`src/rtl/accel_pkg.sv`:
```
// ADXL345 register map, command bits and FSM encodings shared by the
// accelerometer SPI reader and its byte shifter.
package accel_pkg;

  localparam logic [7:0] REG_DATA_FORMAT = 8'h31;
  localparam logic [7:0] REG_POWER_CTL   = 8'h2D;
  localparam logic [7:0] REG_DATAX0      = 8'h32;

  localparam logic [7:0] FMT_VAL = 8'h00;
  localparam logic [7:0] PWR_VAL = 8'h08;

  localparam logic [7:0] CMD_READ  = 8'h80;
  localparam logic [7:0] CMD_MB    = 8'h40;
  localparam logic [7:0] CMD_BURST =
    CMD_READ | CMD_MB | REG_DATAX0;

  localparam logic [9:0] MIDSCALE = 10'd512;

  localparam logic [2:0] S_STARTUP = 3'd0;
  localparam logic [2:0] S_WR_FMT  = 3'd1;
  localparam logic [2:0] S_WR_PWR  = 3'd2;
  localparam logic [2:0] S_IDLE    = 3'd3;
  localparam logic [2:0] S_READ    = 3'd4;
  localparam logic [2:0] S_UPDATE  = 3'd5;

  typedef enum logic [1:0] {
    PH_SETUP,
    PH_SHIFT,
    PH_HOLD,
    PH_GAP
  } phase_t;

  // 10-bit two's complement sample -> offset binary
  function automatic logic [9:0] to_offset(
    input logic [7:0] b0,
    input logic [7:0] b1
  );
    return {~b1[1], b1[0], b0};
  endfunction

endpackage

```
`src/rtl/adxl345_spi_reader_if.sv`:
```
// 4-wire SPI link between the reader (master) and the ADXL345 (slave).
interface adxl345_spi_reader_if;
  logic spi_sclk;
  logic spi_cs_n;
  logic spi_mosi;
  logic spi_miso;

  modport master (
    output spi_sclk,
    output spi_cs_n,
    output spi_mosi,
    input  spi_miso
  );

  modport slave (
    input  spi_sclk,
    input  spi_cs_n,
    input  spi_mosi,
    output spi_miso
  );
endinterface

```
`src/rtl/adxl345_spi_reader_shifter.sv`:
```
// Mode-3 SPI byte engine: one start shifts 8 bits MSB first and
// returns the received byte with a done pulse.
module spi_byte_shifter #(
  parameter int HALF_DIV = 2
) (
  input  logic       clk,
  input  logic       rst,
  input  logic       start,
  input  logic [7:0] tx,
  output logic [7:0] rx,
  output logic       done,
  output logic       sclk,
  output logic       mosi,
  input  logic       miso
);
  localparam int CW = $clog2(HALF_DIV + 1);

  logic          busy;
  logic [CW-1:0] cnt;
  logic [3:0]    edges;
  logic [7:0]    sh;

  always_ff @(posedge clk or negedge rst) begin
    if (!rst) begin
      busy  <= 1'b0;
      cnt   <= '0;
      edges <= '0;
      sh    <= '0;
      rx    <= '0;
      done  <= 1'b0;
      sclk  <= 1'b1;
      mosi  <= 1'b1;
    end else begin
      done <= 1'b0;
      if (start && !busy) begin
        busy  <= 1'b1;
        cnt   <= '0;
        edges <= '0;
        sh    <= tx;
      end else if (busy) begin
        if (cnt == CW'(HALF_DIV - 1)) begin
          cnt   <= '0;
          edges <= edges + 4'd1;
          if (sclk) begin
            sclk <= 1'b0;
            mosi <= sh[7];
            sh   <= {sh[6:0], 1'b0};
          end else begin
            // miso has been stable since the preceding fall
            sclk <= 1'b1;
            rx   <= {rx[6:0], miso};
            if (edges == 4'd15) begin
              busy <= 1'b0;
              done <= 1'b1;
            end
          end
        end else begin
          cnt <= cnt + CW'(1);
        end
      end
    end
  end

endmodule

```
`src/rtl/adxl345_spi_reader.sv`:
```
// ADXL345 reader: configures the part after reset, then burst-reads
// X/Y/Z at the sample rate and presents offset-binary axes.
module adxl345_spi_reader #(
  parameter int CLK_FREQ       = 50_000_000,
  parameter int SPI_FREQ       = 2_000_000,
  parameter int SAMPLE_HZ      = 100,
  parameter int STARTUP_CYCLES = 100_000,
  parameter int DATA_WIDTH     = 10
) (
  input  logic                  clk,
  input  logic                  rst,
  input  logic                  enable,
  adxl345_spi_reader_if.master  spi,
  output logic [DATA_WIDTH-1:0] x_out,
  output logic [DATA_WIDTH-1:0] y_out,
  output logic [DATA_WIDTH-1:0] z_out,
  output logic                  data_valid,
  output logic                  init_done
);
  import accel_pkg::*;

  localparam int HALF_DIV   = CLK_FREQ / (2 * SPI_FREQ);
  localparam int SAMPLE_DIV = CLK_FREQ / SAMPLE_HZ;

  logic [2:0]       state;
  phase_t           ph;
  logic [2:0]       idx;
  logic [31:0]      cnt;
  logic [31:0]      scnt;
  logic             pending;
  logic             cs_n;
  logic             start;
  logic [5:0][7:0]  rxb;
  logic [7:0]       tx_byte;
  logic [7:0]       rx_byte;
  logic             sh_done;
  logic             tick;
  logic             enter_read;
  logic [2:0]       last;

  assign spi.spi_cs_n = cs_n;
  assign tick = scnt == 32'(SAMPLE_DIV - 1);
  assign enter_read =
    state == S_IDLE && pending && enable;
  assign last = state == S_READ ? 3'd6 : 3'd1;

  always_comb begin
    tx_byte = 8'h00;
    unique case (1'b1)
      state == S_WR_FMT:
        tx_byte = idx == 3'd0 ? REG_DATA_FORMAT : FMT_VAL;
      state == S_WR_PWR:
        tx_byte = idx == 3'd0 ? REG_POWER_CTL : PWR_VAL;
      state == S_READ:
        tx_byte = idx == 3'd0 ? CMD_BURST : 8'h00;
      default: ;
    endcase
  end

  spi_byte_shifter #(.HALF_DIV(HALF_DIV)) u_shift (
    .clk   (clk),
    .rst   (rst),
    .start (start),
    .tx    (tx_byte),
    .rx    (rx_byte),
    .done  (sh_done),
    .sclk  (spi.spi_sclk),
    .mosi  (spi.spi_mosi),
    .miso  (spi.spi_miso)
  );

  always_ff @(posedge clk or negedge rst) begin
    if (!rst) begin
      scnt    <= '0;
      pending <= 1'b0;
    end else begin
      scnt <= tick ? '0 : scnt + 32'd1;
      if (enter_read) pending <= 1'b0;
      else if (tick)  pending <= 1'b1;
    end
  end

  always_ff @(posedge clk or negedge rst) begin
    if (!rst) begin
      state      <= S_STARTUP;
      ph         <= PH_SETUP;
      idx        <= '0;
      cnt        <= '0;
      cs_n       <= 1'b1;
      start      <= 1'b0;
      rxb        <= '0;
      x_out      <= DATA_WIDTH'(MIDSCALE);
      y_out      <= DATA_WIDTH'(MIDSCALE);
      z_out      <= DATA_WIDTH'(MIDSCALE);
      data_valid <= 1'b0;
      init_done  <= 1'b0;
    end else begin
      start      <= 1'b0;
      data_valid <= 1'b0;
      case (state)
        S_STARTUP: begin
          if (cnt == 32'(STARTUP_CYCLES - 1)) begin
            cnt   <= '0;
            state <= S_WR_FMT;
            ph    <= PH_SETUP;
            idx   <= '0;
            cs_n  <= 1'b0;
          end else begin
            cnt <= cnt + 32'd1;
          end
        end
        S_WR_FMT, S_WR_PWR, S_READ: begin
          case (ph)
            PH_SETUP: begin
              if (cnt == 32'(HALF_DIV - 1)) begin
                cnt   <= '0;
                ph    <= PH_SHIFT;
                start <= 1'b1;
              end else begin
                cnt <= cnt + 32'd1;
              end
            end
            PH_SHIFT: begin
              if (sh_done) begin
                if (state == S_READ && idx != 3'd0)
                  rxb[idx - 3'd1] <= rx_byte;
                if (idx == last) begin
                  ph <= PH_HOLD;
                end else begin
                  idx   <= idx + 3'd1;
                  start <= 1'b1;
                end
              end
            end
            PH_HOLD: begin
              if (cnt == 32'(HALF_DIV - 1)) begin
                cnt  <= '0;
                cs_n <= 1'b1;
                ph   <= PH_GAP;
              end else begin
                cnt <= cnt + 32'd1;
              end
            end
            default: begin
              // enforce CS-high gap before any next frame
              if (cnt == 32'(2 * HALF_DIV - 1)) begin
                cnt <= '0;
                ph  <= PH_SETUP;
                idx <= '0;
                case (state)
                  S_WR_FMT: begin
                    state <= S_WR_PWR;
                    cs_n  <= 1'b0;
                  end
                  S_WR_PWR: begin
                    state     <= S_IDLE;
                    init_done <= 1'b1;
                  end
                  default: state <= S_UPDATE;
                endcase
              end else begin
                cnt <= cnt + 32'd1;
              end
            end
          endcase
        end
        S_IDLE: begin
          if (enter_read) begin
            state <= S_READ;
            ph    <= PH_SETUP;
            idx   <= '0;
            cnt   <= '0;
            cs_n  <= 1'b0;
          end
        end
        S_UPDATE: begin
          x_out      <= DATA_WIDTH'(to_offset(rxb[0], rxb[1]));
          y_out      <= DATA_WIDTH'(to_offset(rxb[2], rxb[3]));
          z_out      <= DATA_WIDTH'(to_offset(rxb[4], rxb[5]));
          data_valid <= 1'b1;
          state      <= S_IDLE;
        end
        default: state <= S_STARTUP;
      endcase
    end
  end

endmodule
```
`src/flat_wrapper.sv`:
```
// flat-port wrapper written by rule: the top's interface ports become plain ports
module adxl345_spi_reader_flat import accel_pkg::*;
#(
  parameter int CLK_FREQ       = 50_000_000,
  parameter int SPI_FREQ       = 2_000_000,
  parameter int SAMPLE_HZ      = 100,
  parameter int STARTUP_CYCLES = 100_000,
  parameter int DATA_WIDTH     = 10
)
  (clk, rst, enable, x_out, y_out, z_out, data_valid, init_done, spi_spi_sclk, spi_spi_cs_n, spi_spi_mosi, spi_spi_miso);
  adxl345_spi_reader_if spi_i ();
  input  logic clk;
  input  logic rst;
  input  logic enable;
  output logic [DATA_WIDTH-1:0] x_out;
  output logic [DATA_WIDTH-1:0] y_out;
  output logic [DATA_WIDTH-1:0] z_out;
  output logic data_valid;
  output logic init_done;
  output wire logic [$bits(spi_i.spi_sclk)-1:0] spi_spi_sclk;
  output wire logic [$bits(spi_i.spi_cs_n)-1:0] spi_spi_cs_n;
  output wire logic [$bits(spi_i.spi_mosi)-1:0] spi_spi_mosi;
  input wire logic [$bits(spi_i.spi_miso)-1:0] spi_spi_miso;
  assign spi_spi_sclk = spi_i.spi_sclk;
  assign spi_spi_cs_n = spi_i.spi_cs_n;
  assign spi_spi_mosi = spi_i.spi_mosi;
  assign spi_i.spi_miso = spi_spi_miso;
  adxl345_spi_reader #(.CLK_FREQ(CLK_FREQ), .SPI_FREQ(SPI_FREQ), .SAMPLE_HZ(SAMPLE_HZ), .STARTUP_CYCLES(STARTUP_CYCLES), .DATA_WIDTH(DATA_WIDTH)) u_core (.clk(clk), .rst(rst), .enable(enable), .spi(spi_i), .x_out(x_out), .y_out(y_out), .z_out(z_out), .data_valid(data_valid), .init_done(init_done));
endmodule
```
`config.mk`:
```
export PLATFORM = sky130hd
export DESIGN_NAME = adxl345_spi_reader_flat
export DESIGN_NICKNAME = d
export VERILOG_FILES = /design/src/rtl/accel_pkg.sv /design/src/rtl/adxl345_spi_reader_if.sv /design/src/rtl/adxl345_spi_reader_shifter.sv /design/src/rtl/adxl345_spi_reader.sv /design/src/flat_wrapper.sv
export SDC_FILE = /design/constraint.sdc
export NUM_CORES = 1
export LEC_CHECK = 0
export ABC_AREA = 1
export CAP_MARGIN = 25
export CORE_MARGIN = 5
export CORE_UTILIZATION = 50
export CTS_CLUSTER_SIZE = 16
export DETAILED_ROUTE_END_ITERATION = 10
export HOLD_SLACK_MARGIN = 0.08
export MAX_ROUTING_LAYER = met4
export PLACE_DENSITY = 0.7
export SYNTH_ARGS = -nofsm -noshare
export SYNTH_HDL_FRONTEND = slang
export SYNTH_SLANG_ARGS = --single-unit
```
`constraint.sdc`:
```
create_clock -name clk -period 1.9 [get_ports clk]
set_input_delay 0.38 -clock clk [delete_from_list [all_inputs] [get_ports clk]]
set_output_delay 0.38 -clock clk [all_outputs]
set_load 0.005 [all_outputs]
```
* Word-level counts from Yosys, hierarchy flattened
Cells that the tools add are included.
** Word-level totals
- Word-level logic and storage cells :: 175
- Output and inout bits :: 35
- Bits of input ports :: 4
- Register bits after elaboration :: 183
** Cells by class
- $add $sub $neg :: 6
- Bitwise gates (word level) :: 6
- Reductions and logical operators :: 31
- Equality and inequality tests :: 30
- Muxes and demuxes :: 73
- Order comparisons :: 2
** Operators by type and width (number)
- $mux W32 :: 5
- $pmux W32 S3 :: 1
- $add A32 B1 Y32 const B :: 2
- $pmux W32 S2 :: 1
- $bwmux W48 :: 1
- $mux W8 :: 6
- $eq A32 B17 Y1 const B :: 1
- $eq A32 B19 Y1 const B :: 1
- $eq A32 B4 Y1 const B :: 1
- $eq A32 B5 Y1 const B :: 1
- $mux W3 :: 10
- $demux W8 S3 :: 1
- $mux W4 :: 6
- $pmux W8 S3 :: 1
- $mux W1 :: 23
- $reduce_and A4 Y1 :: 5
- $mux W2 :: 7
- $reduce_and A7 Y1 :: 2
- $mux W6 :: 2
- $pmux W2 S3 :: 2
- $pmux W3 S2 :: 2
- $pmux W3 S4 :: 1
- $ne A3 B1 Y1 const B :: 3
- $ne A3 B2 Y1 const B :: 3
- other kinds (31) :: 60

* Longest topological paths before layout
Gate-level depths: netlist of the first run.
- Depth in word-level cells :: 7
- Depth in mapped cells :: 12

* Hierarchy
From an unflattened synthesis of the first run, not the netlist that was laid out.
** Unflattened totals
- Cells, all modules :: 1207
- Area total of the unflattened synthesis :: 8987.4 um2
** Modules (own cells, without submodules)
- adxl345_spi_reader :: cells each 1050, area each 7684.9 um2, instances 1
- spi_byte_shifter :: cells each 157, area each 1302.5 um2, instances 1

* Least setup slack after synthesis of the first run
OpenSTA, ideal clock, no wires.
- Kind :: reg2reg
- From :: reg u_core.idx[0]
- To :: reg u_core.rxb[37] (netlist name)
- Path slack :: -0.010 ns
- Data arrival time :: 1.784 ns
- Period minus slack after synthesis :: 1.910 ns
- Stages on the path, launching flop included :: 10
- Cells stage by stage :: dfrtp_1 > inv_1 > ha_1 > nand2_1 > inv_2 > nor3_4 > nand4_4 > buf_6 > nand2_1 > o21ai_0
** Between the ends
- Word-level cells in the longest chain between the ends :: 6
** RTL lines
- from (decl) :: RTL line adxl345_spi_reader.sv:27 : logic [2:0] idx;
- from (signal assigned) :: RTL line adxl345_spi_reader.sv:130 : idx <= idx + 3'd1;
- $sub A3 B1 Y3 :: RTL line adxl345_spi_reader.sv:126 : rxb[idx - 3'd1] <= rx_byte;
- $lt A3 B4 Y1 (implied by the code) / $ge A3 B1 Y1 (equally long branches) :: RTL line adxl345_spi_reader.sv:126
- $logic_and A1 B1 Y1 (implied by the code) :: RTL line adxl345_spi_reader.sv:126
- $mux W8 (implied by the code) :: RTL line adxl345_spi_reader.sv:126
- $demux W8 S3
- $bwmux W48 :: RTL line adxl345_spi_reader.sv:126
- to (signal, indexed assignment) :: RTL line adxl345_spi_reader.sv:126
- to (decl) :: RTL line adxl345_spi_reader.sv:33 : logic [5:0][7:0] rxb;
Parallel ways exist; a longest one is shown, timed or not.
A chain may end at the register's enable or synchronous reset.

* Final worst setup path of the first run
- From :: reg u_core.u_shift.cnt[0]
- To :: reg u_core.u_shift.busy
** Between the ends
- Word-level cells in the longest chain between the ends :: 4
** RTL lines
- from (decl) :: RTL line adxl345_spi_reader_shifter.sv:19 : logic [CW-1:0] cnt;
- from (signal assigned) :: RTL line adxl345_spi_reader_shifter.sv:58 : cnt <= cnt + CW'(1);
- $eq A4 B4 Y1 :: RTL line adxl345_spi_reader_shifter.sv:41 : if (cnt == CW'(HALF_DIV - 1)) begin
- $mux W1 :: RTL line adxl345_spi_reader_shifter.sv:41
- $mux W1 :: RTL line adxl345_spi_reader_shifter.sv:40 : end else if (busy) begin
- $mux W1 :: RTL line adxl345_spi_reader_shifter.sv:35 : if (start && !busy) begin
- to (signal assigned) :: RTL line adxl345_spi_reader_shifter.sv:25 : busy <= 1'b0;
- to (signal assigned) :: RTL line adxl345_spi_reader_shifter.sv:36 : busy <= 1'b1;
- to (signal assigned) :: RTL line adxl345_spi_reader_shifter.sv:53 : busy <= 1'b0;
- to (decl) :: RTL line adxl345_spi_reader_shifter.sv:18 : logic busy;
Every way passes these cells.

==> reports/results.ini, run 1 <==
[placed_design]
post-place-ws_ps=11.9
dpl.cell_count=1482
place.port_buffers=38
gp_congestion=0.997
dp_hpwl_mm=15.9

[logic_synthesis]
syn-num-nets=1205
yosysUniqueCellTypes=45
yosysTopAreaCellShare_pct=44.8
ys_ff_latch=165
async_reset_ff_share_pct=100
synth_most_common_cell=nand2_1
avgSynthCellArea_um2=7.48
ys_top_cells_by_count=nand2_1 (412), dfrtp_1 (159), nor2_1 (143)
synth_ff_type=dfrtp_1
synth.cell_area_um2=8890
yosysWarningCount=0
synth_edf_count=0
seq_area_frac_synth_pct=46.5
synthTopCellsByArea=dfrtp_1 (45%), nand2_1 (17%), nor2_1 (6.0%), inv_1 (6.0%), o21ai_0 (3.5%)
synth_cells=1189
yosysTopAreaCell=dfrtp_1

[final_layout]
diodes=0
final_nets=1306
layout.cells.non_filler=1528
layout-drive-gt1-share_pct=13.4
syn_to_final_growth_pct=21.7

[flow_run]
maxCapViolations=0

[clock_tree]
cts_root_buf=clkbuf_16
cts_sinks=165
cts_max_level=4
insertion_delay_ps=440
cts.clk_slew.worst_paths_ps=70
cts_tree=yes
cts_buffer_depth=2
numCtsBuffers=17

[setup_path]
worstSetupPathType=flip-flop to flip-flop
cp_max_fo=4
arrival_ps=2180
cp-end-kind=flip-flop
startpoint_type=flip-flop
critPathRequiredTime_ps=2210

[route]
ant_nets=0
finalWirelength_mm=22.2
vias=8006
via_per_inst=5.24
initialDrtViolationCount=595
wl_per_cell_um=14.5
firstDrtPassIters=6
drc=0

[timing]
min_period_over_period_pct=98.4
hold_viol_final=0
tns_ps=0
fin_crit_ps=1870
finalClockSkew_ps=14.5
rsz0062_at_grt=true
hold_ws_ps=447
setup_slack_ps=30.3
fmax_mhz=535
max_slew_margin_pct=66.2
drv_slew=0
setup_viol_count_final=0
tightest_slew_ps=503

[outcome]
status=complete, no violations

[floorplan]
rows=48
die-height_um=143
io_pins=39
core_area_um2=17400
initial_core_util_pct=51.2
die_x_um=143
die_area_um2=20500

[global_route]
antenna_found_initial=0
grt_max_degree=45
grt_usage_pct=23.0
grt_overflow=0
grt_pass1_wl_mm=37.0
grt_pass1_vias=7469

[power_and_ir_drop]
combPwrFrac_pct=1.4
p_leak_nw=5.30
pwr-share-seq_pct=48.0
clockPowerShare_pct=50.7
internal-power_mw=5.59
p_per_area_nw_per_um2=677
power_switching_mw=1.73
switching_share_pct=23.7
peakVddDrop_v=0.000695

[min_path]
hp-class=primary input to async pin

## final timing paths
kind	from	slack [ps]	endpoint	depth (start not counted)
setup / recovery	u_core.u_shift.cnt[0]	30	u_core.u_shift.busy	11
hold / removal	rst	450	u_core.cnt[28]	2
setup reg to reg	u_core.u_shift.cnt[0]	30	u_core.u_shift.busy	11
hold reg to reg	u_core.rxb[9]	450	u_core.x_out[9]	1
max in group asynchronous	rst	810	u_core.u_shift.mosi	3
min in group clk	u_core.rxb[9]	450	u_core.x_out[9]	1
## sequential cells by signal, indices dropped and copies added (netlist names), 2 cells and up
| signal | count |
|---|---|
| u_core.rxb | 30 |
| u_core.state | 3 |
| u_core.scnt | 32 |
| u_core.ph | 2 |
| u_core.y_out | 10 |
| u_core.z_out | 10 |
| u_core.u_shift.sh | 8 |
| u_core.u_shift.edges | 4 |
| u_core.cnt | 32 |
| u_core.u_shift.cnt | 4 |
| u_core.x_out | 10 |
| u_core.idx | 3 |
| u_core.u_shift.rx | 8 |
## metrics by stage
step / instance area [um2] / power, mW / utilization [%]
6_report: 10800 / 7.32 / 62.3
5_1_grt: 10800 / 7.56 / 62.3
4_1_cts: 10600 / 7.39 / 60.8
3_5_place_dp: 9890 / 3.68 / 57.0
3_3_place_gp: 9890 / 3.68 / 57.0
2_1_floorplan: 8890 / 3.58 / -
## cell families (layout without fill, tap and decap cells)
family / Yosys count / after routing / share of synthesized area [%]
DFF: 165 / 165 / 46.5
xor gates and xnor gates: 32 / 32 / 3.15
and+or+nand+nor: 705 / 706 / 33.7
adders and majority gates: 12 / 12 / 1.69
buffers and inverters: 172 / 285 / 7.88
AOI/OAI and AO/OA: 103 / 103 / 7.01
## critical path, stage by stage (launching register included)
cell and delay [ps]:
dfrtp_1 390, ha_2 190, inv_2 40, or2_4 250, nor2_4 100, inv_2 50, nor2_4 140, inv_4 60
nor2_4 220, inv_2 70, nor3_2 190, nor2_1 60
## layout make-up
type / count / area, um2
fill: 1571 / 6540
multi-input combinational: 853 / 4190
sequential: 165 / 4150
timing repair buffer: 105 / 982
inverter: 148 / 563
clock buffer: 17 / 425
tap: 225 / 282
clock inverter: 15 / 224
## what timing repair did
action | 4_1_cts | 5_1_grt
pin swaps | 0 | 9
hold buffers | 1 | 0
buffers inserted | 1 | 10
hold endpoints to repair | 36 | 0
resized for setup | 1 | 56
endpoints found under the setup margin | 2 | 68
cloned | 0 | 2
## power by group through the flow
| stage | Clock, mW | Sequential [mW] | Combinational [mW] |
|---|---|---|---|
| finish | 3.71 | 3.51 | 0.101 |
| global route | 3.93 | 3.51 | 0.119 |
| CTS | 3.77 | 3.51 | 0.107 |
| detailed placement | 0 | 3.58 | 0.106 |
| global placement | 0 | 3.58 | 0.105 |
| floorplan | 0 | 3.58 | 0.000679 |
## placed cells by master (no fill, tap or decap), types with 3 or more instances in the layout
cell type,Yosys,final
clkinv_8,0,4
a21oi_1,4,4
clkbuf_16,0,18
o21ai_0,62,55
nand2_2,2,7
nand4_1,26,26
nand4_4,3,3
nand2_1,412,406
nor2_2,2,11
dfrtp_1,159,150
ha_1,12,9
dfrtp_2,0,9
nor2_1,143,131
nand3_1,60,59
buf_4,2,58
xor2_1,27,27
dfstp_2,6,6
o21ai_1,5,11
nor3_2,1,3
inv_8,0,5
xnor2_1,5,5
clkdlybuf4s50_1,0,36
nor2_4,3,6
inv_2,5,9
o2111ai_1,17,17
or2_2,6,5
o211ai_1,4,4
buf_12,0,6
nor3_1,32,30
inv_1,142,137
nor4_1,8,8
## routing by layer
| metal | GRT usage [%] | share of wire (%) |
|---|---|---|
| met4 | 5.65 | 1.8 |
| met5 | - | 0 |
| met2 | 35.2 | 46 |
| met3 | 3.66 | 4.9 |
| met1 | 32.4 | 47 |
Note: power is estimated with default switching activity, not from simulation.
==> run 2, diff against run 1 <==
- CORE_MARGIN: 5 -> 2
==> reports/results.ini, run 2 (synthesis results as in run 1) <==
[setup_path]
cp.buffers_inverters=1  ; -3
arrival_ps=1480  ; -700 ps
cp_max_fo=2  ; -2
cpPeakStageDelay_ps=540  ; +150 ps
cp-end-kind=output pin
cp_cell_sequence=clkdlybuf4s50_1
worstSetupPathType=flip-flop to output pin
reg2reg_setup_slack_ps=70  ; +40 ps
startpoint_type=flip-flop
cp_top_family=flip-flops
critPathSlowestCell=dfstp_2
critPathRequiredTime_ps=1520  ; -690 ps

[route]
ant_nets=0  ; unchanged
wl_per_cell_um=14.2  ; -2.4%
vias=7952  ; -0.67%
firstDrtPassIters=5  ; -1
initialDrtViolationCount=633  ; +6.4%
via_per_inst=5.20  ; -0.67%
drc=0  ; unchanged
finalWirelength_mm=21.7  ; -2.4%

[final_layout]
syn_to_final_growth_pct=21.6
diodes=0  ; unchanged
multi_input_area_um2=4170  ; -0.63%
layout.cells.non_filler=1528  ; unchanged
num-fill-cells=1554  ; -1.1%
layout_commonest_cell=nand2_1
largestRegisters=u_core.cnt x32, u_core.scnt x32, u_core.rxb x30
utilization_pct=62.2  ; -0.065 points
final_nets=1306  ; unchanged
layout-drive-gt1-share_pct=13.2  ; -0.23 points
final_cell_mix=nand2_1 (407), dfrtp_1 (152), inv_1 (139)
ff_latch_area_um2=4150  ; about the same

[global_route]
grt_pass1_wl_mm=36.4  ; -1.6%
grt_usage_pct=25.1  ; +2.1 points
grt_max_degree=40  ; -11%
antenna_found_initial=0  ; unchanged
grt_overflow=0  ; unchanged
grt_pass1_vias=7581  ; +1.5%

[floorplan]
initial_core_util_pct=51.2  ; unchanged
io_pins=39  ; unchanged
die_x_um=137  ; -4.2%
die_area_um2=18900  ; -8.2%
core_area_um2=17400  ; unchanged
die-height_um=137  ; -4.2%
rows=48  ; unchanged

[timing]
fin_crit_ps=1860  ; -14.5 ps
hold_viol_final=0  ; unchanged
tightest_slew_ps=453  ; -50.1 ps
setup_viol_count_final=0  ; unchanged
min_period_over_period_pct=97.6  ; -0.76 points
tns_ps=0  ; unchanged
rsz0062_at_grt=true
finalClockSkew_ps=8.15  ; -6.32 ps
drv_slew=0  ; unchanged
fmax_mhz=539  ; +0.78%
max_slew_margin_pct=69.7  ; +3.6 points
setup_slack_ps=44.8  ; +14.5 ps

[clock_tree]
insertion_delay_ps=440  ; about the same
cts_root_buf=clkbuf_16
cts_max_level=4  ; unchanged
cts_sinks=165  ; unchanged
cts_tree=yes
numCtsBuffers=17  ; unchanged
cts.clk_slew.worst_paths_ps=70  ; about the same
cts_buffer_depth=2  ; unchanged

[min_path]
hp-class=primary input to async pin

[flow_run]
maxCapViolations=0  ; unchanged

[placed_design]
gp_congestion=0.969  ; -2.8%
dpl.cell_count=1482  ; unchanged
place.port_buffers=38  ; unchanged
post-place-ws_ps=26.4  ; +14.5 ps
dp_hpwl_mm=15.6  ; -1.7%

[power_and_ir_drop]
p_leak_nw=5.32  ; +0.46%
peakVddDrop_v=0.000653  ; -6.0%
p_per_area_nw_per_um2=678  ; +0.22%

[outcome]
status=complete, no violations

[run 2: what timing repair did]
action / CTS / global route
resized for setup: 1 / 48
hold endpoints to repair: 32 / 0
setup endpoints to repair: 2 / 65
pin swaps: 0 / 9
buffers inserted: 1 / 12
hold buffers: 1 / 0
[run 2: final timing paths]
path                                  startpoint                   end  cells after the start
min in group clk                   u_core.rxb[9]       u_core.x_out[9]                      1
max reg2reg                u_core.u_shift.cnt[1]  u_core.u_shift.sh[5]                     12
min reg2reg                        u_core.rxb[9]       u_core.x_out[9]                      1
max in group asynchronous                    rst       u_core.y_out[9]                      3
min                                          rst        u_core.cnt[23]                      2
max                              u_core.x_out[9]              x_out[9]                      1
[run 2: final cells by class]
cell class | count | share of cell area [%]
well taps | 225 | 2.61
clock buffers | 18 | 4.06
repair buffers | 106 | 9.29
inverters | 148 | 5.21
flip-flops and latches | 165 | 38.4
clock inverters | 14 | 1.91
multi-input cells | 852 | 38.6
[run 2: layer usage]
layer,wire length (um),global-route usage (%)
met4,321,7.04
met1,10400,34.5
met3,1040,4.89
met2,9920,38.1
met5,0,-
[run 2: power by group]
group / switching [mW] / internal, mW
sequential: 0 / 3.51
combinational: 0.0708 / 0.0224
clock: 1.66 / 2.07
[run 2: worst register-to-register path, stage by stage, from the launching register on]
cell and delay [ps]:
dfrtp_1 390, ha_2 180, inv_1 50, or2_4 220
nor2_1 100, inv_1 80, nor2_4 180, buf_12 130
nand2_2 60, nand2_2 80, buf_6 130, nand2_1 50
o21ai_0 100
[run 2: metrics by stage]
step | area [um2] | total power [mW] | hold WS, ps
after global routing | 10800 | 7.54 | 442
after global placement | 9890 | 3.68 | 319
after floorplan | 8890 | 3.58 | 84.4
after detailed placement | 9890 | 3.68 | 324
final | 10800 | 7.33 | 422
after CTS | 10600 | 7.39 | 422
==> run 3, diff against run 2 <==
- SKIP_LAST_GASP: unset -> 1
- clock period: 1.9 -> 1.6 ns (I/O delays scaled with it)
==> reports/results.ini, run 3 (synthesis results as in run 1) <==
[power_and_ir_drop]
peakVddDrop_v=0.000877  ; +34%
clockPowerShare_pct=50.8  ; about the same
combPwrFrac_pct=1.3  ; about the same
pwr-share-seq_pct=47.8  ; about the same
p_per_area_nw_per_um2=657  ; -3.1%
power_switching_mw=2.33  ; +35%
p_leak_nw=6.72  ; +26%
internal-power_mw=6.38  ; +14%
switching_share_pct=26.8  ; +3.2 points

[floorplan]
die_x_um=137  ; unchanged
io_pins=39  ; unchanged
die_area_um2=18900  ; unchanged
core_area_um2=17400  ; unchanged
initial_core_util_pct=51.2  ; unchanged
die-height_um=137  ; unchanged
rows=48  ; unchanged

[setup_path]
rr_worst_depth=11  ; -1
startpoint_type=flip-flop
reg2reg_setup_slack_ps=-320  ; -390 ps
arrival_ps=2250  ; +770 ps
r2r_start=u_core.cnt[4]
worstSetupPathType=flip-flop to flip-flop
cp-end-kind=flip-flop
critPathRequiredTime_ps=1920  ; +400 ps
r2r_end=u_core.cnt[13]
cp_max_fo=6  ; +4

[final_layout]
final_nets=1480  ; +13%
diodes=0  ; unchanged
final_cell_mix=nand2_1 (352), buf_4 (190), dfrtp_1 (147)
syn_to_final_growth_pct=49.3
utilization_pct=76.4  ; +14 points
largestRegisters=u_core.cnt x32, u_core.scnt x32, u_core.rxb x30
layout-drive-gt1-share_pct=36.2  ; +23 points
layout_commonest_cell=nand2_1
stdcell_area_um2=13300  ; +23%

[timing]
drv_slew=0  ; unchanged
tightest_slew_ps=405  ; -47.5 ps
max_slew_margin_pct=72.9  ; +3.2 points
tns_ps=-12230  ; -12230 ps
min_period_over_period_pct=120
finalClockSkew_ps=13.1  ; +4.93 ps
hold_viol_final=0  ; unchanged
fin_crit_ps=1920
fmax_mhz=520
setup_viol_count_final=92  ; +92
setup_slack_ps=-323  ; -368 ps
rsz0062_at_grt=true

[global_route]
grt_max_degree=40  ; unchanged
grt_pass1_vias=8890  ; +17%
antenna_found_initial=0  ; unchanged
grt_usage_pct=29.8  ; +4.7 points
grt_pass1_wl_mm=42.8  ; +18%
grt_overflow=0  ; unchanged

[route]
vias=9560  ; +20%
firstDrtPassIters=8  ; +3
ant_nets=0  ; unchanged
via_per_inst=5.62  ; +7.9%
initialDrtViolationCount=1011  ; +60%
wl_per_cell_um=17.8  ; +26%
drc=0  ; unchanged
finalWirelength_mm=30.3  ; +40%

[outcome]
violations=negative setup slack
status=finished with violations

[min_path]
hp-class=primary input to async pin

[clock_tree]
numCtsBuffers=17  ; unchanged
cts_tree=yes
cts_sinks=165  ; unchanged
cts_buffer_depth=2  ; unchanged
cts_max_level=4  ; unchanged
cts.clk_slew.worst_paths_ps=80  ; about the same
insertion_delay_ps=450  ; about the same
cts_root_buf=clkbuf_16

[placed_design]
gp_congestion=0.983  ; +1.4%
place.port_buffers=38  ; unchanged
dp_hpwl_mm=16.6  ; +6.2%
dpl_cell_area_um2=10800  ; +8.9%

[flow_run]
maxCapViolations=0  ; unchanged

[run 3: cell types whose count changed in the layout (fill, tap and decap cells not counted), moves of 16 or more]
cell and delta:
buf_4 +133, buf_6 +26, clkdlybuf4s50_1 -33, dlygate4sd2_1 +31, inv_1 -16, nand2_1 -55, nand2_2 +44, nor2_1 -42
nor2_2 +31, nor3_1 -17, o21ai_0 -41, o21ai_1 +33
[run 3: cell type report]
class / instances / area [um2]
Clock buffer: 17 / 425
Multi-Input combinational cell: 856 / 5140
Timing Repair Buffer: 275 / 2460
Inverter: 148 / 588
Fill cell: 1110 / 4090
Tap cell: 225 / 282
Clock inverter: 15 / 215
Sequential cell: 165 / 4150
Timing Repair inverter: 1 / 6.26
[run 3: through the flow]
step	cells	hold slack, ps	setup slack, ps	total power [mW]
finish	1702	331	-323	8.72
global route	1702	366	-353	8.94
CTS	1666	342	-191	8.71
detailed placement	1591	246	-342	4.37
global placement	1591	240	-304	4.37
floorplan	1189	24.4	-74.8	4.25
[run 3: what timing repair did]
item,in CTS,in global routing
setup endpoints to repair,129,124
gates cloned,9,1
pin swaps,63,79
gates resized for setup,171,197
buffers inserted,34,41
endpoints found under the hold margin,25,0
hold buffers,1,0
[run 3: worst max path at each step]
| stage | startpoint | to | slack (ps) | cells after the start |
|---|---|---|---|---|
| after global placement | enable | u_core.cnt[11] | -300 | 8 |
| final | u_core.cnt[4] | u_core.cnt[13] | -320 | 11 |
| after detailed placement | enable | u_core.cnt[14] | -340 | 8 |
| after CTS | u_core.u_shift.sclk | spi_spi_sclk | -190 | 1 |
| after global routing | u_core.cnt[4] | u_core.cnt[13] | -350 | 11 |
| after floorplan | u_core.idx[0] | u_core.rxb[37] | -70 | 9 |
[run 3: power by group through the flow]
stage          clock network (mW)  registers (mW)  logic (mW)
2_1_floorplan                   0            4.25    0.000806
3_3_place_gp                    0            4.25       0.119
3_5_place_dp                    0            4.25       0.120
4_1_cts                      4.42            4.17       0.123
5_1_grt                      4.64            4.17       0.137
6_report                     4.43            4.17       0.118
[run 3: critical path: stages (launching register included)]
cell	delay [ps]
dfrtp_1	420
buf_4	180
nor2_1	120
nand2_1	100
nor2_2	160
nand2_2	90
nor2_2	150
inv_1	90
nand2_2	90
nand4_1	150
inv_2	180
nor2_1	70
[run 3: routing by layer]
layer / part of all wire (%) / vias to the layer above / global-route usage, %
met3: 6.7 / 157 / 5.33
met2: 49 / 463 / 47.3
li1: - / 4356 / -
met1: 40 / 4584 / 38.2
met5: 0 / - / -
met4: 4.4 / 0 / 11.6
